==> config.mk <==
export PLATFORM = sky130hd
export DESIGN_NAME = coupling_episode_detector
export DESIGN_NICKNAME = d
export VERILOG_FILES = /design/src/rtl/coupling_episode_detector.sv
export SDC_FILE = /design/constraint.sdc
export NUM_CORES = 1
export LEC_CHECK = 0
export CORE_MARGIN = 2
export CORE_UTILIZATION = 55
export DETAILED_ROUTE_END_ITERATION = 12
export GPL_TIMING_DRIVEN = 0
export PLACE_DENSITY_LB_ADDON = 0.15
export SYNTH_ARGS = -nofsm -noshare
export SYNTH_HDL_FRONTEND = slang
export SYNTH_SLANG_ARGS = --single-unit
==> constraint.sdc <==
create_clock -name clk -period 4.45 [get_ports clk]
set_input_delay 0.445 -clock clk [delete_from_list [all_inputs] [get_ports clk]]
set_output_delay 0.445 -clock clk [all_outputs]
set_load 0.1 [all_outputs]
==> src/rtl/coupling_episode_detector.sv <==
// -----------------------------------------------------------------------------
// coupling_episode_detector
//
// Watches a stream of signed Q14 bicoherence magnitudes and detects "coupling
// episodes" with hysteresis. An episode begins to qualify when a sample reaches
// ON_THRESH. It is confirmed (ep_start pulse) once MIN_ON consecutive samples
// are at or above ON_THRESH. It ends after MIN_OFF consecutive samples at or
// below OFF_THRESH. Each completed episode produces one record (length and
// peak) in a single-entry output slot with a valid/ready handshake.
//
// Optional feature macro: COUPLING_PEAK_EN
//   defined   -> peak tracking register is built and rec_peak carries the
//                maximum sample of the episode.
//   undefined -> no peak register; rec_peak is tied to 0.
//
// Ports
//   clk          system clock
//   rst_n        asynchronous active-low reset
//   clk_en       sample strobe; the detector only advances when it is 1
//   bicoherence  signed Q14 sample from the upstream monitor
//   ep_active    1 while an episode is confirmed (ACTIVE or RELEASE)
//   ep_start     one-clk pulse when an episode is confirmed
//   rec_valid    record slot holds a record
//   rec_ready    consumer accepts the record (honoured on every clk)
//   rec_length   episode length in samples, including the release samples
//   rec_peak     signed maximum sample of the episode
//   rec_drop     sticky: a record was discarded because the slot was full
//
// Handshake: a record transfers on any clk where rec_valid and rec_ready are
// both 1. While rec_valid is 1 and rec_ready is 0, rec_length and rec_peak are
// held stable. A new record may be loaded on the same clk the old one is taken.
//
// MIN_ON and MIN_OFF are expected to be at least 2.
// -----------------------------------------------------------------------------
module coupling_episode_detector #(
  parameter int WIDTH      = 18,
  parameter int FRAC       = 14,
  parameter int ON_THRESH  = 12288,
  parameter int OFF_THRESH = 8192,
  parameter int MIN_ON     = 8,
  parameter int MIN_OFF    = 4,
  parameter int LEN_W      = 16
) (
  input  logic                    clk,
  input  logic                    rst_n,
  input  logic                    clk_en,
  input  logic signed [WIDTH-1:0] bicoherence,
  output logic                    ep_active,
  output logic                    ep_start,
  output logic                    rec_valid,
  input  logic                    rec_ready,
  output logic [LEN_W-1:0]        rec_length,
  output logic signed [WIDTH-1:0] rec_peak,
  output logic                    rec_drop
);

  // A bicoherence magnitude never exceeds 1.0, so thresholds above 1.0 are
  // clamped to 1.0 to keep the detector reachable.
  localparam int Q_ONE   = 1 << FRAC;
  localparam int ON_EFF  = (ON_THRESH  > Q_ONE) ? Q_ONE : ON_THRESH;
  localparam int OFF_EFF = (OFF_THRESH > Q_ONE) ? Q_ONE : OFF_THRESH;

  localparam logic signed [WIDTH-1:0] ON_TH  = WIDTH'(ON_EFF);
  localparam logic signed [WIDTH-1:0] OFF_TH = WIDTH'(OFF_EFF);

  localparam int ON_W  = $clog2(MIN_ON + 1);
  localparam int OFF_W = $clog2(MIN_OFF + 1);

  localparam logic [LEN_W-1:0] LEN_MAX = '1;
  localparam logic [ON_W-1:0]  ON_LAST  = ON_W'(MIN_ON - 1);
  localparam logic [OFF_W-1:0] OFF_LAST = OFF_W'(MIN_OFF - 1);

  typedef enum logic [1:0] {
    S_IDLE    = 2'd0,
    S_ARM     = 2'd1,
    S_ACTIVE  = 2'd2,
    S_RELEASE = 2'd3
  } state_t;

  state_t           state;
  logic [ON_W-1:0]  on_cnt;
  logic [OFF_W-1:0] off_cnt;
  logic [LEN_W-1:0] len;

  // Signed compares: negative samples fall below both thresholds naturally.
  logic             sample_hi;
  logic             sample_above_off;
  logic [LEN_W-1:0] len_inc;
  logic             push;
  logic             slot_load;

  assign sample_hi        = (bicoherence >= ON_TH);
  assign sample_above_off = (bicoherence > OFF_TH);

  // Saturating length: holds at all-ones instead of wrapping.
  assign len_inc = (len == LEN_MAX) ? len : len + 1'b1;

  // An episode completes on the MIN_OFF-th consecutive low sample in RELEASE.
  assign push = clk_en && (state == S_RELEASE) && !sample_above_off &&
                (off_cnt == OFF_LAST);

  // The slot can accept a push when empty or being emptied this clk.
  assign slot_load = push && (!rec_valid || rec_ready);

  // ---------------------------------------------------------------------------
  // Episode FSM with registered ep_active / ep_start
  // ---------------------------------------------------------------------------
  always_ff @(posedge clk or negedge rst_n) begin
    if (!rst_n) begin
      state     <= S_IDLE;
      on_cnt    <= '0;
      off_cnt   <= '0;
      len       <= '0;
      ep_start  <= 1'b0;
      ep_active <= 1'b0;
    end else begin
      // ep_start lasts exactly one clk even if clk_en is held low afterwards.
      ep_start <= 1'b0;
      if (clk_en) begin
        case (state)
          S_IDLE: begin
            if (sample_hi) begin
              state  <= S_ARM;
              on_cnt <= ON_W'(1);
              len    <= LEN_W'(1);
            end
          end
          S_ARM: begin
            if (sample_hi) begin
              len <= len_inc;
              if (on_cnt == ON_LAST) begin
                state     <= S_ACTIVE;
                on_cnt    <= '0;
                ep_start  <= 1'b1;
                ep_active <= 1'b1;
              end else begin
                on_cnt <= on_cnt + 1'b1;
              end
            end else begin
              // Burst too short to qualify: silently forget it.
              state  <= S_IDLE;
              on_cnt <= '0;
              len    <= '0;
            end
          end
          S_ACTIVE: begin
            len <= len_inc;
            if (!sample_above_off) begin
              state   <= S_RELEASE;
              off_cnt <= OFF_W'(1);
            end
          end
          S_RELEASE: begin
            len <= len_inc;
            if (sample_above_off) begin
              // Bounce back above the exit threshold keeps the same episode.
              state   <= S_ACTIVE;
              off_cnt <= '0;
            end else if (off_cnt == OFF_LAST) begin
              // Record payload is taken from len_inc by the slot logic below.
              state     <= S_IDLE;
              off_cnt   <= '0;
              len       <= '0;
              ep_active <= 1'b0;
            end else begin
              off_cnt <= off_cnt + 1'b1;
            end
          end
          default: begin
            state     <= S_IDLE;
            on_cnt    <= '0;
            off_cnt   <= '0;
            len       <= '0;
            ep_active <= 1'b0;
          end
        endcase
      end
    end
  end

  // ---------------------------------------------------------------------------
  // Record slot: length, valid and sticky drop flag
  // ---------------------------------------------------------------------------
  always_ff @(posedge clk or negedge rst_n) begin
    if (!rst_n) begin
      rec_valid  <= 1'b0;
      rec_length <= '0;
      rec_drop   <= 1'b0;
    end else begin
      if (slot_load) begin
        rec_valid  <= 1'b1;
        rec_length <= len_inc;
      end else if (push) begin
        // Slot full and not being drained: new record is lost.
        rec_drop <= 1'b1;
      end else if (rec_ready) begin
        rec_valid <= 1'b0;
      end
    end
  end

`ifdef COUPLING_PEAK_EN
  // ---------------------------------------------------------------------------
  // Peak tracking: loaded by the first qualifying sample, then updated with
  // every sample that is counted in the episode length.
  // ---------------------------------------------------------------------------
  logic signed [WIDTH-1:0] peak;
  logic signed [WIDTH-1:0] peak_max;
  logic signed [WIDTH-1:0] rec_peak_q;
  logic                    peak_load;
  logic                    peak_track;

  assign peak_max   = (bicoherence > peak) ? bicoherence : peak;
  assign peak_load  = clk_en && (state == S_IDLE) && sample_hi;
  assign peak_track = clk_en && (((state == S_ARM) && sample_hi) ||
                                 (state == S_ACTIVE) || (state == S_RELEASE));

  always_ff @(posedge clk or negedge rst_n) begin
    if (!rst_n) begin
      peak <= '0;
    end else if (peak_load) begin
      peak <= bicoherence;
    end else if (peak_track) begin
      peak <= peak_max;
    end
  end

  always_ff @(posedge clk or negedge rst_n) begin
    if (!rst_n) begin
      rec_peak_q <= '0;
    end else if (slot_load) begin
      rec_peak_q <= peak_max;
    end
  end

  assign rec_peak = rec_peak_q;
`else
  assign rec_peak = '0;
`endif

endmodule

# Word level (Yosys, flattened, before mapping)

Cells that the tools add are included.

Word-level logic and storage cells: 82
Output and inout port bits: 38
Register bits after elaboration: 45

Eq/ne operators: 15
Muxes and demuxes: 33
Add/subtract/negate cells: 3
Reductions and logical operators: 19
Magnitude comparators: 2
Bitwise gates (word level): 1

Operators with widths:

| operator                | number |
|---|---|
| $mux W16                | 5 |
| $pmux W16 S4            | 1 |
| $ge A18 B15 Y1 const B  | 1 |
| $gt A18 B15 Y1 const B  | 1 |
| $add A16 B1 Y16 const B | 1 |
| $eq A16 B16 Y1 const B  | 1 |
| $mux W2                 | 6 |
| $mux W4                 | 3 |
| $mux W1                 | 11 |
| $ne A2 B2 Y1 const B    | 5 |
| $mux W3                 | 3 |
| $pmux W2 S4             | 1 |
| $pmux W4 S2             | 1 |
| $reduce_bool A2 Y1      | 4 |
| $pmux W3 S2             | 1 |
| $reduce_and A2 Y1       | 3 |
| $reduce_and A3 Y1       | 2 |
| $reduce_and A6 Y1       | 1 |
| $reduce_and A5 Y1       | 1 |
| $add A4 B1 Y4 const B   | 1 |
| $eq A2 B2 Y1 const B    | 2 |
| $eq A4 B3 Y1 const B    | 1 |
| $logic_and A1 B1 Y1     | 4 |
| $ne A2 B1 Y1 const B    | 2 |
| other kinds (10)        | 11 |

# Depth between registers and ports, before layout

Gate-level depths: netlist of run 1.

Word-level depth: 7
Gate-level depth with buffers: 8
Depth with buffers taken out: 6

# Worst setup path after synthesis of run 1

Ideal clock, no wire load.

Kind: register to register
Start point: register rec_valid
End point: register rec_length[0]
Cell stages (with the launch flop): 6
Arrival: 1.827 ns
Clock period less this slack: 1.953 ns
Buffers on the path: 1
Library setup time: 0.125 ns
Slack: 2.497 ns
Cells stage by stage: dfrtp_1 > nor2b_1 > a2111oi_2 > o21a_1 > buf_6 > mux2_2

Word-level cells in the longest chain between the ends: 3

RTL lines:

| item                   | line | RTL |
|---|---|---|
| from (decl)            | 50   | `output logic rec_valid,` |
| from (signal assigned) | 186  | `rec_valid <= 1'b0;` |
| from (signal assigned) | 191  | `rec_valid <= 1'b1;` |
| from (signal assigned) | 197  | `rec_valid <= 1'b0;` |
| $logic_not A1 Y1       | 103  | `assign slot_load = push && (!rec_valid \|\| rec_ready);` |
| $logic_or A1 B1 Y1     | 103  |  |
| $logic_and A1 B1 Y1    | 103  |  |
| to (signal assigned)   | 192  | `rec_length <= len_inc;` |
| to (decl)              | 52   | `output logic [LEN_W-1:0] rec_length,` |

No other way between the ends.
A chain may end at the register's enable or synchronous reset.

# Worst setup path after layout of run 1

Start point: input port bicoherence[16]
End point: register state[0]

Word-level cells in the longest chain between the ends: 3
Elaborated cells on any way between the ends: 10
Those cells by class: 2 x order compare; 4 x eq/ne; 3 x mux; 1 x reduce/logical

RTL lines:

| item                                                                     | line   | RTL |
|---|---|---|
| from (decl)                                                              | 47     | `input logic signed [WIDTH-1:0] bicoherence,` |
| $gt A18 B15 Y1 / $ge A18 B15 Y1 (equally long branches)                  | 93, 92 |  |
| $ne A3 B2 Y1 (no source line) (tied with other cells)                    | -      |  |
| $reduce_and A5 Y1 (no source line) / $pmux W2 S4 (equally long branches) | -      |  |
| to (signal assigned)                                                     | 110    | `state <= S_IDLE;` |
| to (signal assigned)                                                     | 123    | `state <= S_ARM;` |
| to (signal assigned)                                                     | 132    | `state <= S_ACTIVE;` |
| to (decl)                                                                | 80     | `state_t state;` |

Several ways; a longest one is shown, not always the timed one.

==> results by group, run 1 <==
Outcome
  – Run status: finished, final reports clean

Critical path
  – CP endpoint kind: flop
  – CP Cell Sequence: clkdlybuf4s50_1, or3_4, o211ai_1, buf_2, a211oi_1, a21o_1
  – Critical path type: input port to flop
  – Family with the most delay on the worst path: compound AO/OA/AOI/OAI gates
  – Startpoint types: input port
  – Max stage delay on crit path: 0.56 ns
  – CP Data Arrival Time: 2.50 ns
  – WP data required: 4.65 ns
  – Crit-path max FO: 10
  – CP max stage cell: o211ai_1
  – Worst path bufs/invs: 2
  – Worst reg-to-reg setup slack: 2.31 ns

Power and ir drop
  – VDD IR-drop max: 0.267 mV
  – Seq pwr share: 45.4%
  – Logic pwr share: 29.7%
  – Leak pwr: 1.49 nW
  – Psw: 366 uW
  – Internal: 668 uW
  – Clock share of power: 24.9%
  – Power per cell area: 308 mW/mm^2
  – Switching Fraction: 35.4%

Yosys
  – Mapped cell area: 0.00271 sq mm
  – XOR/XNOR Fraction of Synth Area: 2.27%
  – Seq/Total Area, Yosys: 41.6%
  – Asr flop ratio synth: 100%
  – Syn_area_per_cell: 9.33 sq um
  – Largest family of logic cells by synthesized area: compound AO/OA/AOI/OAI gates
  – Compound-Gate Fraction of Synth Area: 22.5%
  – Cells after Synth: 290
  – Top_reg_cell synth: dfrtp_1
  – Flops & latches, synth: 45
  – Synthesis Warnings: 0
  – Simple-gate share of the synthesized area: 19.6%
  – Adder-cell share of the synthesized area: 1.39%
  – Post-synth cell types: 62
  – Number of enable flip-flop cells after synthesis: 0
  – Post-synthesis mux area share: 3.15%

Route
  – Router iterations before antenna repair: 4
  – Final antenna-violating net count: 0
  – WL per Instance: 14.0 um
  – Via-to-Cell Ratio: 5.55
  – Post-Route WL: 5920 um
  – Via count: 2343
  – 1st-iter DRT viols: 150
  – DRC: 0

Floorplan
  – Chip Height: 74.1 um
  – Die Wd: 74.1 um
  – Core footprint: 0.00472 sq mm
  – Rows: 25
  – Die area: 0.00550 sq mm
  – Starting density of the core: 57.3%
  – I/O Pins: 60

Global routing
  – First-pass GRT wire length: 10300 um
  – Vias in the first global route: 2158
  – Initial antenna violation count: 0
  – Largest net degree at the start of global routing: 25
  – Grt ovf: 0
  – Total GRT Usage: 24.1%

Cells and area
  – Final Non-Filler Cells: 422
  – Final nets: 380
  – Area growth from synthesis to layout: 24.0%
  – Share of cells above drive strength 1: 16.3%
  – # diodes: 0
  – Most frequent cells in the layout: dfrtp_1 (45), clkdlybuf4s50_1 (39), nor2_1 (27)
  – Commonest non-fill, non-tap cell in the layout: dfrtp_1

Clocking
  – CTS tree: yes
  – CTS H-tree lvls: 2
  – # clock sinks: 45
  – Root buf cell: clkbuf_8
  – Clock Pin Slew Worst Setup and Hold Paths: 0.08 ns
  – Cts hold-fix bufs: 0
  – Clk_lat worst skew: 0.30 ns
  – CTS Buf Count: 5
  – Post_cts resized: 0
  – Postcts setup bufs: 0
  – Clock Path Buffers: 2

STA
  – Post-layout minimum cycle time: 2.30 ns
  – Clk_skew: 0.00799 ns
  – Slew Viols, Final: 0
  – RSZ-0062 raised after global routing: no
  – Worst Tran Pin Value: 0.991 ns
  – Final Hold Fails: 0
  – Setup TNS: 0 ns
  – Fmax achieved: 0.435 GHz
  – Setup Viol. Count Final: 0
  – Max-slew headroom: 33.7%
  – Final worst path period share: 51.7%

Run
  – Max_cap viols: 0

Place
  – GPL Wtd Cong: 0.822
  – Cells after DPL: 415
  – Buffers on Ports: 40
  – Dpl hpwl: 4490 um

Min path
  – Hold Path Class: input port to asynchronous set/reset pin
==> per-layer routing <==
metal | GRT usage [%] | up-vias | share of wire (%)
met5 | 0 | - | 0
met4 | 5.45 | 0 | 0.86
met3 | 4.34 | 5 | 6.2
met2 | 38.7 | 74 | 46
met1 | 34.3 | 1112 | 47
li1 | - | 1152 | -
==> Yosys cell counts (3+ instances only) <==
library cell,n,share of area [%]
o211ai_1,3,0.83
a32o_1,3,1.1
o21ai_0,23,4.3
a21oi_1,5,0.92
ha_1,3,1.4
xnor2_1,5,1.6
nor2b_1,3,0.69
nor3_1,11,2.0
dfrtp_1,45,42
inv_1,9,1.2
a21o_1,5,1.4
a22o_1,7,2.3
nand3_1,14,2.6
a31oi_1,5,1.2
nand2_1,18,2.5
nand2b_1,4,0.92
a21oi_2,6,1.9
buf_4,18,5.0
buf_2,6,1.1
nor4_1,4,0.92
mux2i_1,4,1.5
nor2_1,27,3.7
or2_2,4,0.92
mux2_2,4,1.7
==> power by group through the flow <==
stage	Combinational, mW	Clock (mW)	Sequential [mW]
2_1_floorplan	0.233	0	0.472
3_3_place_gp	0.299	0	0.475
3_5_place_dp	0.306	0	0.476
4_1_cts	0.306	0.262	0.468
5_1_grt	0.341	0.278	0.475
6_report	0.307	0.258	0.469
==> registers in the layout, summed over array words and instances, names as in the netlist, 2 cells and up <==
name,count
len,16
off_cnt,3
on_cnt,4
rec_length,16
state,2
==> worst reg2reg max path: cells and delay by family (launching register included) <==
kind	cells	cell delay (ns)
AO/OA/AOI/OAI	4	1.08
buffers and inverters	2	0.54
flip-flops	1	0.42
==> logic make-up (layout without fill, tap and decap cells) <==
kind of cell,count (synthesis),count (layout)
buffers and inverters,39,87
adders and majority gates,3,3
xor gates and xnor gates,7,7
and+or+nand+nor,104,104
AOI/OAI and AO/OA,83,83
muxes,8,8
other,1,18
DFF,45,45
==> final timing paths <==
check / from / cells after the start / end
max: bicoherence[16] / 6 / state[0]$_DFFE_PN0P_
min: rst_n / 1 / rec_length[11]$_DFFE_PN0P_
max reg2reg: state[0]$_DFFE_PN0P_ / 6 / state[0]$_DFFE_PN0P_
min reg2reg: ep_active$_DFFE_PN0P_ / 1 / ep_active$_DFFE_PN0P_
max in group asynchronous: rst_n / 2 / len[6]$_DFFE_PN0P_
min in group clk: ep_active$_DFFE_PN0P_ / 1 / ep_active$_DFFE_PN0P_
==> metrics by stage <==
stage / hold slack (ns) / setup slack, ns / cell area (sq um) / utilization (%) / total power, mW
2_1_floorplan: 0.149 / 2.50 / 2770 / - / 0.705
3_3_place_gp: 0.463 / 1.69 / 3250 / 68.9 / 0.774
3_5_place_dp: 0.449 / 1.85 / 3270 / 69.2 / 0.781
4_1_cts: 0.127 / 2.17 / 3350 / 71.0 / 1.04
5_1_grt: 0.140 / 2.04 / 3350 / 71.0 / 1.09
6_report: 0.102 / 2.15 / 3350 / 71.0 / 1.03
==> cell type report <==
class / count / area (sq um)
Timing Repair Buffer: 41 / 415
Clock buffer: 7 / 86.3
Tap cell: 67 / 83.8
Multi-Input combinational cell: 223 / 1390
Buffer: 30 / 220
Inverter: 9 / 33.8
Fill cell: 384 / 1370
Sequential cell: 45 / 1130
(Power assumes the default switching activity.)
==> inputs of run 2 (changes only) <==
--- a/config.mk
+++ b/config.mk
@@ -6,7 +6,7 @@
 export NUM_CORES = 1
 export LEC_CHECK = 0
 export CORE_MARGIN = 2
-export CORE_UTILIZATION = 55
+export CORE_UTILIZATION = 51
 export DETAILED_ROUTE_END_ITERATION = 12
 export GPL_TIMING_DRIVEN = 0
 export PLACE_DENSITY_LB_ADDON = 0.15
==> constraint.sdc (replaced) <==
create_clock -name clk -period 2.3 [get_ports clk]
set_input_delay 0.23 -clock clk [delete_from_list [all_inputs] [get_ports clk]]
set_output_delay 0.23 -clock clk [all_outputs]
set_load 0.1 [all_outputs]
==> run 2 against run 1 <==
  * Via count down 1.5%
  * Global-route usage down 2.9 points
  * Clock skew down 0.0017 ns
  * Combinational power up 96%
  * Clock-buffer cell count unchanged
  * Critical endpoint unchanged
  * Largest cell class unchanged
==> results by group, run 2 (synthesis gave the netlist of run 1 again) <==
Clocking
  – Clock Path Buffers: 2 (unchanged)
  – CTS tree: yes (unchanged)
  – CTS Buf Count: 5 (unchanged)
  – Clk_lat worst skew: 0.30 ns (about the same)
  – Clock Pin Slew Worst Setup and Hold Paths: 0.08 ns (about the same)
  – # clock sinks: 45 (unchanged)
  – CTS H-tree lvls: 2 (unchanged)
  – Root buf cell: clkbuf_8 (unchanged)

Global routing
  – Vias in the first global route: 2252 (was 2158)
  – First-pass GRT wire length: 10200 um (was 10300 um)
  – Initial antenna violation count: 0 (unchanged)
  – Grt ovf: 0 (unchanged)
  – Largest net degree at the start of global routing: 29 (was 25)
  – Total GRT Usage: 21.2% (was 24.1%)

Floorplan
  – Rows: 26 (was 25)
  – Starting density of the core: 53.0% (was 57.3%)
  – Die area: 0.00590 sq mm (was 0.00550 sq mm)
  – Chip Height: 76.8 um (was 74.1 um)
  – Core footprint: 0.00511 sq mm (was 0.00472 sq mm)
  – I/O Pins: 60 (unchanged)
  – Die Wd: 76.8 um (was 74.1 um)

STA
  – Setup Viol. Count Final: 0 (unchanged)
  – Final worst path period share: 94.9%
  – Slew Viols, Final: 0 (unchanged)
  – Post-layout minimum cycle time: 2.18 ns
  – Clk_skew: 0.00628 ns (was 0.00799 ns)
  – Fmax achieved: 0.458 GHz
  – RSZ-0062 raised after global routing: no (unchanged)
  – Setup TNS: 0 ns (unchanged)
  – Worst Tran Pin Value: 0.973 ns (was 0.991 ns)
  – Max-slew headroom: 35.0% (was 33.7%)
  – Final Hold Fails: 0 (unchanged)

Critical path
  – Crit-path max FO: 10 (unchanged)
  – WP data required: 2.50 ns (was 4.65 ns)
  – CP dominant cell by count: buf_2
  – CP Data Arrival Time: 2.38 ns (was 2.50 ns)
  – Family with the most delay on the worst path: compound AO/OA/AOI/OAI gates (unchanged)
  – CP max stage cell: o211ai_1 (unchanged)
  – Critical path type: flop to flop (was input port to flop)
  – Startpoint types: flop (was input port)
  – Max stage delay on crit path: 0.56 ns (about the same)
  – Worst path bufs/invs: 2 (unchanged)
  – CP Cell Sequence: buf_2, a211o_1, o211ai_1, buf_2, a211oi_1, a21o_1 (was clkdlybuf4s50_1, or3_4, o211ai_1, buf_2, a211oi_1, a21o_1)
  – CP endpoint kind: flop (unchanged)

Place
  – Area of placed instances: 0.00327 sq mm (about the same)
  – Buffers on Ports: 40 (unchanged)
  – Dpl hpwl: 4330 um (was 4490 um)
  – GPL Wtd Cong: 0.849 (was 0.822)

Cells and area
  – Final nets: 381 (was 380)
  – # diodes: 0 (unchanged)
  – Area growth from synthesis to layout: 25.5% (was 24.0%)
  – Cell area after layout: 0.00339 sq mm (was 0.00335 sq mm)
  – Most frequent cells in the layout: dfrtp_1 (45), clkdlybuf4s50_1 (39), nor2_1 (27) (unchanged)
  – Share of cells above drive strength 1: 17.4% (was 16.3%)
  – Largest registers: len x16, rec_length x16, on_cnt x4 (unchanged)
  – Commonest non-fill, non-tap cell in the layout: dfrtp_1 (unchanged)

Route
  – 1st-iter DRT viols: 135 (was 150)
  – Via count: 2307 (was 2343)
  – Via-to-Cell Ratio: 5.40 (was 5.55)
  – DRC: 0 (unchanged)
  – Final antenna-violating net count: 0 (unchanged)
  – WL per Instance: 13.7 um (was 14.0 um)
  – Router iterations before antenna repair: 4 (unchanged)
  – Post-Route WL: 5840 um (was 5920 um)

Power and ir drop
  – Clock share of power: 26.5% (was 24.9%)
  – Power per cell area: 605 mW/mm^2 (was 308 mW/mm^2)
  – Seq pwr share: 44.2% (was 45.4%)
  – Logic pwr share: 29.3% (was 29.7%)
  – Switching Fraction: 35.5% (was 35.4%)
  – VDD IR-drop max: 0.524 mV (was 0.267 mV)
  – Psw: 729 uW (was 366 uW)
  – Leak pwr: 1.50 nW (was 1.49 nW)
  – Internal: 1.33 mW (was 668 uW)

Min path
  – Hold Path Class: input port to asynchronous set/reset pin (unchanged)

Run
  – Max_cap viols: 0 (unchanged)

Outcome
  – Run status: finished, final reports clean (unchanged)
==> run 2: changes by cell type in the layout (fill, tap and decap cells not counted), sizes merged <==
| cell | delta |
|---|---|
| dlygate4sd3 | +1 |
| clkinv | +1 |
==> run 2: routing by layer <==
| layer | track usage, % | vias up | routed length (um) |
|---|---|---|---|
| li1 | - | 1155 | - |
| met1 | 26.5 | 1085 | 2560 |
| met2 | 36.8 | 55 | 2950 |
| met3 | 3.65 | 12 | 227 |
| met4 | 7.64 | 0 | 97 |
| met5 | 0 | - | 0 |
==> run 2: power by group through the flow <==
stage | logic [mW] | clock network (mW) | registers (mW)
6_report | 0.602 | 0.545 | 0.907
5_1_grt | 0.662 | 0.588 | 0.921
4_1_cts | 0.601 | 0.558 | 0.905
3_5_place_dp | 0.597 | 0 | 0.921
3_3_place_gp | 0.583 | 0 | 0.918
2_1_floorplan | 0.452 | 0 | 0.913
==> run 2: worst register-to-register path, delay by kind of cell, from the launching register on <==
kind	cells	cell delay, ns
buffers and inverters	2	0.55
AOI/OAI and AO/OA	4	1.11
DFF	1	0.42
==> run 2: cell type report <==
cell class	count	area [sq um]
Clock inverter	1	5.00
Clock buffer	7	96.3
Timing Repair Buffer	42	425
Inverter	9	33.8
Buffer	30	220
Tap cell	70	87.6
Multi-Input combinational cell	223	1400
Fill cell	440	1710
Sequential cell	45	1130
==> run 2: repair_timing <==
| item | 4_1_cts | 5_1_grt |
|---|---|---|
| hold endpoints to repair | 17 | 0 |
| gates resized for setup | 0 | 2 |
| setup endpoints to repair | 0 | 4 |
| hold buffers | 1 | 0 |
| setup buffers | 0 | 0 |
==> run 2: final timing paths <==
check,startpoint,end,slack (ns),depth (start not counted)
setup / recovery,state[0]$_DFFE_PN0P_,state[0]$_DFFE_PN0P_,0.12,6
hold / removal,rst_n,rec_length[10]$_DFFE_PN0P_,0.38,2
setup reg to reg,state[0]$_DFFE_PN0P_,state[0]$_DFFE_PN0P_,0.12,6
hold reg to reg,ep_active$_DFFE_PN0P_,ep_active$_DFFE_PN0P_,0.49,1
max in group asynchronous,rst_n,len[13]$_DFFE_PN0P_,1.43,3
min in group clk,bicoherence[17],on_cnt[0]$_DFFE_PN0P_,0.38,4
==> run 2: per-stage QoR <==
stage                     std cells  setup slack [ns]  util [%]  hold WS, ns  power [mW]
after CTS                       427             0.130      66.2        0.378        2.06
after global placement          417            -0.260      63.8        0.468        1.50
final                           427             0.116      66.5        0.382        2.05
after floorplan                 307             0.347         -      -0.0656        1.36
after detailed placement        418           -0.0808      64.1        0.188        1.52
after global routing            427            0.0187      66.5        0.420        2.17
